**src/rtl/descriptor_addr_prefetcher.sv**
```systemverilog
// rtl/descriptor_addr_prefetcher.sv - free descriptor address prefetch FIFO with flush return path
// Optional debug counters are compiled in with DESCRIPTOR_PREFETCH_STATS_EN.
module descriptor_addr_prefetcher #(
  parameter int DESCRIPTOR_MEM_ADDR_WIDTH = 1,
  parameter int DEPTH                     = 4,
  parameter int LOW_WATERMARK             = 1
) (
  input  logic                                 clk_i,
  input  logic                                 rst_i,
  input  logic [DESCRIPTOR_MEM_ADDR_WIDTH-1:0] free_descriptor_addr_i,
  input  logic                                 free_descriptor_addr_valid_i,
  output logic                                 ack_descriptor_addr_o,
  output logic [DESCRIPTOR_MEM_ADDR_WIDTH-1:0] alloc_addr_o,
  output logic                                 alloc_valid_o,
  input  logic                                 alloc_ready_i,
  input  logic                                 flush_i,
  output logic [DESCRIPTOR_MEM_ADDR_WIDTH-1:0] free_addr_o,
  output logic                                 free_valid_o,
  input  logic                                 free_ack_i,
  output logic [$clog2(DEPTH):0]               count_o,
  output logic                                 level_low_o,
  output logic                                 flushing_o
);

  localparam int PW = $clog2(DEPTH);
  localparam int CW = PW + 1;
  localparam logic [CW-1:0] FULL_LEVEL = CW'(DEPTH);
  localparam logic [CW-1:0] LOW_LEVEL  = CW'(LOW_WATERMARK);

  typedef enum logic {ST_RUN = 1'b0, ST_FLUSH = 1'b1} state_e;

  state_e                               state_q, state_d;
  logic [DESCRIPTOR_MEM_ADDR_WIDTH-1:0] mem_q [DEPTH];
  logic [DESCRIPTOR_MEM_ADDR_WIDTH-1:0] mem_d [DEPTH];
  logic [PW-1:0]                        wr_ptr_q, wr_ptr_d;
  logic [PW-1:0]                        rd_ptr_q, rd_ptr_d;
  logic [CW-1:0]                        count_q, count_d;
  logic                                 ack_q, ack_d;
  logic                                 level_low_q, level_low_d;
  logic                                 flushing_q, flushing_d;
  logic                                 ack;
  logic                                 pop;

  // ack_q blocks the manager's stale valid in the cycle right after an ack
  assign ack = free_descriptor_addr_valid_i && (state_q == ST_RUN) &&
               (count_q < FULL_LEVEL) && !ack_q && !flush_i;

  assign alloc_valid_o = (count_q != '0) && (state_q == ST_RUN);
  assign free_valid_o  = (count_q != '0) && (state_q == ST_FLUSH);
  assign pop = (alloc_valid_o && alloc_ready_i) || (free_valid_o && free_ack_i);

  assign ack_descriptor_addr_o = ack;
  assign alloc_addr_o          = mem_q[rd_ptr_q];
  assign free_addr_o           = mem_q[rd_ptr_q];
  assign count_o               = count_q;
  assign level_low_o           = level_low_q;
  assign flushing_o            = flushing_q;

  always_comb begin
    mem_d    = mem_q;
    wr_ptr_d = wr_ptr_q;
    rd_ptr_d = rd_ptr_q;
    count_d  = count_q;
    state_d  = state_q;
    if (ack) begin
      mem_d[wr_ptr_q] = free_descriptor_addr_i;
      wr_ptr_d        = wr_ptr_q + PW'(1);
    end
    if (pop) begin
      rd_ptr_d = rd_ptr_q + PW'(1);
    end
    case ({ack, pop})
      2'b10:   count_d = count_q + CW'(1);
      2'b01:   count_d = count_q - CW'(1);
      default: count_d = count_q;
    endcase
    case (state_q)
      ST_RUN:   if (flush_i) state_d = ST_FLUSH;
      ST_FLUSH: if (count_d == '0) state_d = ST_RUN;
      default:  state_d = ST_RUN;
    endcase
    ack_d       = ack;
    flushing_d  = (state_d == ST_FLUSH);
    level_low_d = (count_d <= LOW_LEVEL);
  end

  always_ff @(posedge clk_i or posedge rst_i) begin
    if (rst_i) begin
      for (int i = 0; i < DEPTH; i++) mem_q[i] <= '0;
      wr_ptr_q    <= '0;
      rd_ptr_q    <= '0;
      count_q     <= '0;
      state_q     <= ST_RUN;
      ack_q       <= 1'b0;
      level_low_q <= 1'b1;
      flushing_q  <= 1'b0;
    end else begin
      mem_q       <= mem_d;
      wr_ptr_q    <= wr_ptr_d;
      rd_ptr_q    <= rd_ptr_d;
      count_q     <= count_d;
      state_q     <= state_d;
      ack_q       <= ack_d;
      level_low_q <= level_low_d;
      flushing_q  <= flushing_d;
    end
  end

`ifdef DESCRIPTOR_PREFETCH_STATS_EN
  logic [31:0] num_prefetched_q, num_prefetched_d;
  logic [31:0] num_returned_q, num_returned_d;
  logic [31:0] num_starved_q, num_starved_d;

  always_comb begin
    num_prefetched_d = num_prefetched_q + {31'd0, ack};
    num_returned_d   = num_returned_q + {31'd0, free_valid_o && free_ack_i};
    num_starved_d    = num_starved_q +
                       {31'd0, alloc_ready_i && !alloc_valid_o && (state_q == ST_RUN)};
  end

  always_ff @(posedge clk_i or posedge rst_i) begin
    if (rst_i) begin
      num_prefetched_q <= '0;
      num_returned_q   <= '0;
      num_starved_q    <= '0;
    end else begin
      num_prefetched_q <= num_prefetched_d;
      num_returned_q   <= num_returned_d;
      num_starved_q    <= num_starved_d;
    end
  end
`else
`endif

endmodule

```
**config.mk**
```make
export PLATFORM = sky130hd
export DESIGN_NAME = descriptor_addr_prefetcher
export DESIGN_NICKNAME = d
export VERILOG_FILES = /design/src/rtl/descriptor_addr_prefetcher.sv
export SDC_FILE = /design/constraint.sdc
export NUM_CORES = 1
export LEC_CHECK = 0
export ABC_AREA = 1
export CELL_PAD_IN_SITES_DETAIL_PLACEMENT = 1
export CELL_PAD_IN_SITES_GLOBAL_PLACEMENT = 1
export CORE_MARGIN = 4
export CORE_UTILIZATION = 36
export CTS_CLUSTER_SIZE = 12
export DETAILED_ROUTE_END_ITERATION = 7
export HOLD_SLACK_MARGIN = 0.1
export PLACE_DENSITY_LB_ADDON = 0.1
export SLEW_MARGIN = 20
export SYNTH_ARGS = -nofsm -noshare
export SYNTH_HDL_FRONTEND = slang
export SYNTH_SLANG_ARGS = --single-unit
```
**constraint.sdc**
```tcl
create_clock -name clk_i -period 2.3 [get_ports clk_i]
set_input_delay 0.46 -clock clk_i [delete_from_list [all_inputs] [get_ports clk_i]]
set_output_delay 0.46 -clock clk_i [all_outputs]
set_load 0.01 [all_outputs]
```
# Word-level counts from Yosys, hierarchy flattened
# Cells that the tools add are included.
# classes
addsub,4
n_eq_ne,2
magnitude_cmp,5
n_bitwise,3
n_mux,10
n_reduce_logical,14
# ops
cell,n
logical AND 1 bit,9
">= comparator 3 bit, second input constant",2
NOT 2 -> 3 bit,2
one-hot mux 3 bit (2 select lines),1
two-way mux 1 bit,5
"adder 2 x 1 -> 2 bit, second input constant",2
bitwise mux 4 bit,1
"adder 3 x 1 -> 3 bit, second input constant",1
"less-or-equal comparator 3 x 1 -> 1 bit, second input constant",1
zero test 3 bit,1
"< comparator 3 x 1 -> 1 bit, second input constant",1
"< comparator 3 bit, second input constant",1
nonzero test 3 bit,1
"subtractor 3 x 1 -> 3 bit, second input constant",1
binary-select mux 1 bit (select 2 bit),1
demux 1 bit (select 2 bit),1
"equality test 2 x 1 -> 1 bit, second input constant",1
"equality test 2 bit, second input constant",1
zero test 1 bit,2
one-hot mux 1 bit (2 select lines),1
logical OR 1 bit,1
NOT 1 bit,1
# totals
out_inout_bits,10
reg_bits,14

# Logic depth before layout (Yosys ltp)
# depth
depth_word,10
mapped_depth,14
ltp_nobuf,14

# Worst setup path after synthesis
# Ideal clock, no wire load.
# synth_timing
kind,reg2reg
from,register count_q[2] (netlist: count_o[2])
to,register flushing_q (netlist: flushing_o)
arrival_ns,1.833
setup_time_ns,0.065
required_time_ns,2.235
setup_slack_ns,0.402
synth_period_minus_slack_ns,1.898
stages_incl_launch_ff,13
n_path_buf,0
path_cell_list,dfrtp_1 > inv_2 > nand2_2 > nor2_4 > nand2_4 > ha_1 > inv_1 > fa_1 > o21ai_2 > nor2_1 > nand3_1 > nand2_1 > nand2_1
# synth_between
elab_chain_len,9
elab_cells_between_ends,18
classes_between,add/sub: 2; order compare: 1; eq/ne: 2; mux: 3; reduce/logical: 10
# synth_rtl
element,line_no,text
start: declaration,37,"logic [CW-1:0] count_q, count_d;"
start signal: assignment,101,count_q <= count_d;
< comparator 3 bit / nonzero test 3 bit (equally long branches),"46, 48, 49",
"logical AND 1 bit, on equally long branches","45, 48, 49",
"logical AND 1 bit, on equally long branches","46, 50",
logical AND 1 bit / logical OR 1 bit (equally long branches),"46, 50",
equality test 2 x 1 -> 1 bit / equality test 2 bit (equally long branches),72,"case ({ack, pop})"
one-hot mux 3 bit (2 select lines) (*),72,
net count_d[1],37,
zero test 3 bit (*),79,ST_FLUSH: if (count_d == '0) state_d = ST_RUN;
two-way mux 1 bit (*),79,
one-hot mux 1 bit (2 select lines) (*),77,case (state_q)
net flushing_d,40,"logic flushing_q, flushing_d;"
end signal: assignment,105,flushing_q <= flushing_d;
end: declaration,40,
# Mark *: on every way through the listed nets, which the timed path passes. The rest lies on a longest branch.
# A chain may end at the register's enable or synchronous reset.

# Worst setup path after layout
# layout_timing
from,input port free_descriptor_addr_valid_i
to,output port ack_descriptor_addr_o
# layout_between
elab_chain_len,4
# layout_rtl
element,line_no,text
start: declaration,11,"input logic free_descriptor_addr_valid_i,"
logical AND 1 bit (2 in series),45,assign ack = free_descriptor_addr_valid_i && (state_q == ST_RUN) &&
logical AND 1 bit (2 in series),46,(count_q < FULL_LEVEL) && !ack_q && !flush_i;
end: declaration,12,"output logic ack_descriptor_addr_o,"
# Every way passes these cells.

==> results.json <==
{
  "status": "complete, no violations",
  "ys_types": 23,
  "dpl.cell_count": 137,
  "rows": 16,
  "r2r-start": "count_o[2]$_DFF_PP0_",
  "max_cap_violations": 0,
  "clkTransAtPathRegs_ns": 0.08,
  "grt_pass1_vias": 682,
  "clk_latency_ns": 0.27,
  "synth_cells": 91,
  "reg2reg_depth": 12,
  "ys.warnings.count": 0,
  "cts_sinks": 14,
  "post_synth.cell_area_avg_um2": 8.676,
  "cts_setup_buffers": 0,
  "clock_skew_ns": 0.0009022,
  "multi_input_area_um2": 357.8,
  "first_iter_violations": 6,
  "cts_resized": 0,
  "cts_hold_buf": 0,
  "ys_ff_latch": 14,
  "vias_per_cell": 4.667,
  "combPwrFrac": 0.592,
  "die_height_um": 54.83,
  "gp_congestion": 0.7088,
  "fp.coreArea_um2": 2022,
  "swShare": 0.4225,
  "tightest_slew_ns": 0.5391,
  "start_util": 0.3905,
  "ir_drop_mv": 0.8631,
  "slew_headroom": 0.6402,
  "ctsLongestPathBuffers": 2,
  "hpwl_mm": 1.397,
  "totalWireLength_mm": 1.661,
  "crit_type": "input pin to output port",
  "hold_start": "mem_q[2]$_DFFE_PP0P_",
  "drive_gt1_frac": 0.1930,
  "wl_per_cell_um": 11.78,
  "worstSetupEndpointType": "output port",
  "rsz0062_at_grt": "false",
  "numCtsBuffers": 3,
  "worstPathArrival_ns": 1.76,
  "finalSetupViolCount": 0,
  "intPower_uw": 905.2,
  "synth_area_um2": 789.5,
  "io_buffer_count": 16,
  "fmax_mhz": 451.5,
  "switchingPower_uw": 662.1,
  "cp_data_required_time_ns": 1.84,
  "ios": 17,
  "root_buffer": "clkbuf_4",
  "worstHoldPathCells": 2,
  "p_leak_nw": 0.5230,
  "yosysSeqAreaShare": 0.4453,
  "route.vias.total": 658,
  "finalCritPeriodShare": 0.9630,
  "p_per_area_nw_per_um2": 1504,
  "die_area_um2": 3006,
  "diodes": 0,
  "antenna_found_initial": 0,
  "cts_tree": "built",
  "fill_cells": 247,
  "startpoint_type": "input pin",
  "layout_commonest_cell": "nand2_1",
  "drcViolationCount": 0,
  "holdPathEnd": "mem_q[2]$_DFFE_PP0P_",
  "fin_hold_ws_ns": 0.4862,
  "r2r_slack_ns": 0.31,
  "grt_max_degree": 15,
  "finalNonFillerCells": 141,
  "dr.pass1.iters": 4,
  "fin_util": 0.5155,
  "seqPwrFrac": 0.296,
  "hold_path.class": "flip-flop to flip-flop",
  "htreeDepth": 1,
  "hold_viol": 0,
  "grt-ovfl-total": 0,
  "die_w_um": 54.83,
  "critical_path.max_fanout": 3,
  "num-nets-final": 128,
  "finalMaxSlewViolations": 0,
  "track_usage": 0.1414,
  "worst_r2r_endpoint": "flushing_o$_DFF_PP0_",
  "grt_pass1_wl_mm": 2.946,
  "pwr-share-clk": 0.112,
  "final_cell_mix": "nand2_1 (19), clkdlybuf4s50_1 (16), inv_1 (13), dfrtp_1 (13), nand3_1 (8)",
  "register_area_um2": 351.6,
  "syn_to_final_growth_pct": 32.01,
  "synthesis.nets": 104,
  "fin_crit_ns": 2.215,
  "ant_nets": 0
}
==> synth_stat cells <==
| cell type | number | area [um2] |
|---|---|---|
| o21ai_1 | 5 | 25.02 |
| nor2_1 | 3 | 11.26 |
| nor2_2 | 1 | 6.260 |
| o21ai_0 | 3 | 15.01 |
| dfstp_2 | 1 | 26.28 |
| nand3_1 | 8 | 40.04 |
| inv_1 | 13 | 48.80 |
| o21ai_2 | 1 | 8.760 |
| nor2_4 | 2 | 22.52 |
| ha_1 | 5 | 62.56 |
| nand3_2 | 1 | 10.01 |
| fa_1 | 1 | 20.02 |
| xor2_1 | 2 | 17.52 |
| buf_4 | 1 | 7.510 |
| clkinv_4 | 1 | 8.760 |
| a21oi_1 | 1 | 5.000 |
| a31oi_1 | 2 | 12.51 |
| nand2_4 | 1 | 11.26 |
| inv_2 | 4 | 15.01 |
| nand2_2 | 2 | 12.51 |
| nand2_1 | 19 | 71.32 |
| nand4_1 | 1 | 6.260 |
| dfrtp_1 | 13 | 325.3 |
==> cells by family (layout without fill, tap and decap cells) <==
family / count (synthesis) / count (layout) / share of synthesized area
and+or+nand+nor: 38 / 38 / 0.2425
buffers and inverters: 19 / 42 / 0.1014
DFF: 14 / 14 / 0.4453
AOI/OAI and AO/OA: 12 / 12 / 0.08398
adders and majority gates: 6 / 6 / 0.1046
xor gates and xnor gates: 2 / 2 / 0.02219
==> routing by layer <==
layer | part of all wire | global-route usage
met1 | 0.46 | 0.1658
met2 | 0.49 | 0.2402
met3 | 0.040 | 0.03542
met4 | 0.013 | 0.06224
met5 | 0 | 0
==> power by group through the flow <==
stage	Sequential, mW	Clock [mW]	Combinational [mW]
floorplan	0.470	0	0.555
global placement	0.465	0	0.903
detailed placement	0.472	0	0.946
CTS	0.467	0.183	0.952
global route	0.484	0.198	1.06
finish	0.464	0.175	0.928
==> worst max-delay path, cell delays in order <==
cell	delay, ns
clkdlybuf4s50_1	0.49
nand2_2	0.07
nor2_4	0.09
nand2_4	0.07
clkinv_4	0.05
clkdlybuf4s50_1	0.52
==> through the flow <==
stage | instance area, um2 | TNS (ns) | power (mW) | setup slack, ns
6_report | 1042 | 0 | 1.567 | 0.08500
5_1_grt | 1042 | 0 | 1.744 | 0.01886
4_1_cts | 1042 | 0 | 1.602 | 0.07141
3_5_place_dp | 1006 | -0.1706 | 1.417 | -0.1263
3_3_place_gp | 1006 | -0.08498 | 1.367 | -0.08498
2_1_floorplan | 789.5 | 0 | 1.025 | 0.4020
==> worst max path at each step <==
stage / start / to / slack [ns] / cells past startpoint
after floorplan: count_o[2]$_DFF_PP0_ / flushing_o$_DFF_PP0_ / 0.40 / 12
after detailed placement: free_descriptor_addr_valid_i / flushing_o$_DFF_PP0_ / -0.13 / 12
final: free_descriptor_addr_valid_i / ack_descriptor_addr_o / 0.08 / 6
after global placement: free_descriptor_addr_valid_i / flushing_o$_DFF_PP0_ / -0.08 / 12
after CTS: free_descriptor_addr_valid_i / ack_descriptor_addr_o / 0.07 / 6
after global routing: free_descriptor_addr_valid_i / ack_descriptor_addr_o / 0.02 / 6
==> flip-flops by register name, indices dropped and copies added (netlist names) <==
name         flops
mem_q            4
count_o          3
rd_ptr_q         2
wr_ptr_q         2
ack_q            1
flushing_o       1
level_low_o      1
==> cell type report <==
cell class / count / share of cell area
tap: 27 / 0.03241
timing repair buffer: 20 / 0.1825
multi-input combinational: 58 / 0.3433
clock buffer: 4 / 0.03481
inverter: 18 / 0.06963
sequential: 14 / 0.3373
(Power assumes the default switching activity.)
==> RTL edit (same flow settings) <==
`DEPTH`: 4 -> 2.
--- a/src/rtl/descriptor_addr_prefetcher.sv
+++ b/src/rtl/descriptor_addr_prefetcher.sv
@@ -2,7 +2,7 @@
 // Optional debug counters are compiled in with DESCRIPTOR_PREFETCH_STATS_EN.
 module descriptor_addr_prefetcher #(
   parameter int DESCRIPTOR_MEM_ADDR_WIDTH = 1,
-  parameter int DEPTH                     = 4,
+  parameter int DEPTH                     = 2,
   parameter int LOW_WATERMARK             = 1
 ) (
   input  logic                                 clk_i,
Interface: changed (resized count_o); port bits go from 17 to 16. The function was not compared with the original's and may differ.
==> RTL edit against the unedited design <==
Wire length shrank 28%; area after synthesis shrank 39%; clock skew grew 0.00081 ns; power shrank 38%; sequential cell count shrank 5; cell area shrank 36%; setup slack lost 0.0037 ns; largest power group unchanged.
==> RTL edit: results (changes against the unedited design) <==
grt:
  use_met3_pct: 3.252  # -0.29 points
  grt_pass1_wl_um: 2180  # -26%
  gr-usage-all-layers_pct: 15.63  # +1.5 points
  grt_pass1_vias: 478  # -30%
  grt_antenna_before_repair: 0  # unchanged
  use_met2_pct: 27.62  # +3.6 points
  grt_max_degree: 10  # -5
  grtUsageMet1_pct: 17.29  # +0.71 points
timing:
  slew_headroom_pct: 76.56  # +13 points
  clock_skew_ns: 0.001711  # +0.0008087 ns
  final_hold_viol_count: 0  # unchanged
  final.min_clock_period_ns: 2.219  # +0.003666 ns
  hold_ws_ns: 0.4803  # -0.005990 ns
setup_path:
  worst_r2r_path_depth: 11  # -1
  crit_arrival_ns: 1.76  # about the same
  slowest_stage: "clkdlybuf4s50_1"
  rrSetupSlack_ns: 0.52  # +0.21 ns
  slowest_delay_ns: 0.54  # +0.02 ns
  crit_end: "ack_descriptor_addr_o"
  timing.rr.end: "flushing_o"
  reg2reg_from: "flushing_o"
synth:
  avgSynthCellArea_um2: 8.385  # -3.4%
  syn_nets: 65  # -38%
  synth_area_leaders: "dfrtp_1, inv_1, nand2_1, dfstp_2, nand3_1"
  ys_seq_area_share_pct: 47.38  # +2.8 points
  synthArstFlopShare_pct: 100.0  # unchanged
  ys_top_cells_by_count: "inv_1, nand2_1, dfrtp_1"
  ys_types: 18  # -22%
power_and_ir_drop:
  leakagePower_uw: 0.0003314  # -37%
  peakVddDrop_v: 0.0007652  # -11%
  clock_net_power_uw: 118  # -33%
  internal-power_uw: 569.4  # -37%
  seq_power_share_pct: 32.0  # +2.4 points
  powerDensity_nw_per_um2: 1451  # -3.5%
drt:
  dr_wl_met3_um: 65  # -3.0%
  drtIter0Drc: 5  # -1
  wirelength_um: 1192  # -28%
  via_count: 425  # -35%
  wl_met2_um: 664  # -18%
  dr.max_layer_used: "met3"
  firstDrtPassIters: 3  # -1
  drt-met1-wl_um: 462  # -39%
  post_drt_wl_per_cell_um: 13.24  # +12%
placed_design:
  dp_hpwl_um: 973.3  # -30%
  dpl_cell_area_um2: 645.6  # -36%
  io_buffers: 15  # -1
  globalplace.congestion: 0.7486  # +5.6%
  place_ws_ns: 0.06610  # +0.1924 ns
  placedCellCount: 86  # -37%
cts:
  clk_latency_ns: 0.25  # -0.02 ns
  cts.clk_slew.worst_paths_ns: 0.06  # -0.02 ns
  clk_path_buf_depth: 2  # unchanged
  h-tree-depth: 1  # unchanged
finish:
  finish.net_count: 85  # -34%
  layout-drive-gt1-share_pct: 19.74  # +0.44 points
status:
  status: "completed"
min_path:
  hp-class: "primary input to asynchronous set/reset pin"
## RTL edit: changes by cell type after synthesis, moves of 2 or more
| cell | before | now |
|---|---|---|
| nand2_1 | 19 | 10 |
| dfrtp_1 | 13 | 8 |
| ha_1 | 5 | 1 |
| o21ai_1 | 5 | 1 |
| nand3_1 | 8 | 5 |
| a31oi_1 | 2 | 0 |
| nor2_2 | 1 | 3 |
| nor2_4 | 2 | 0 |
## RTL edit: cell type report
class,count,area [µm²]
clock buffers,4,26.28
fillers,154,499.2
inverters,15,56.30
multi-input cells,32,187.7
flip-flops and latches,9,226.5
well taps,14,17.52
repair buffers,16,157.7
## RTL edit: logic make-up (layout without fill, tap and decap cells)
logic type	Yosys count	in the layout	synth area share, %
AND/OR/NAND/NOR	24	24	26.18
buffers and inverters	16	35	13.35
flip-flops	9	9	47.38
AO/OA/AOI/OAI	5	5	5.235
XOR/XNOR	2	2	5.237
adder cells (fa/ha/maj)	1	1	2.617
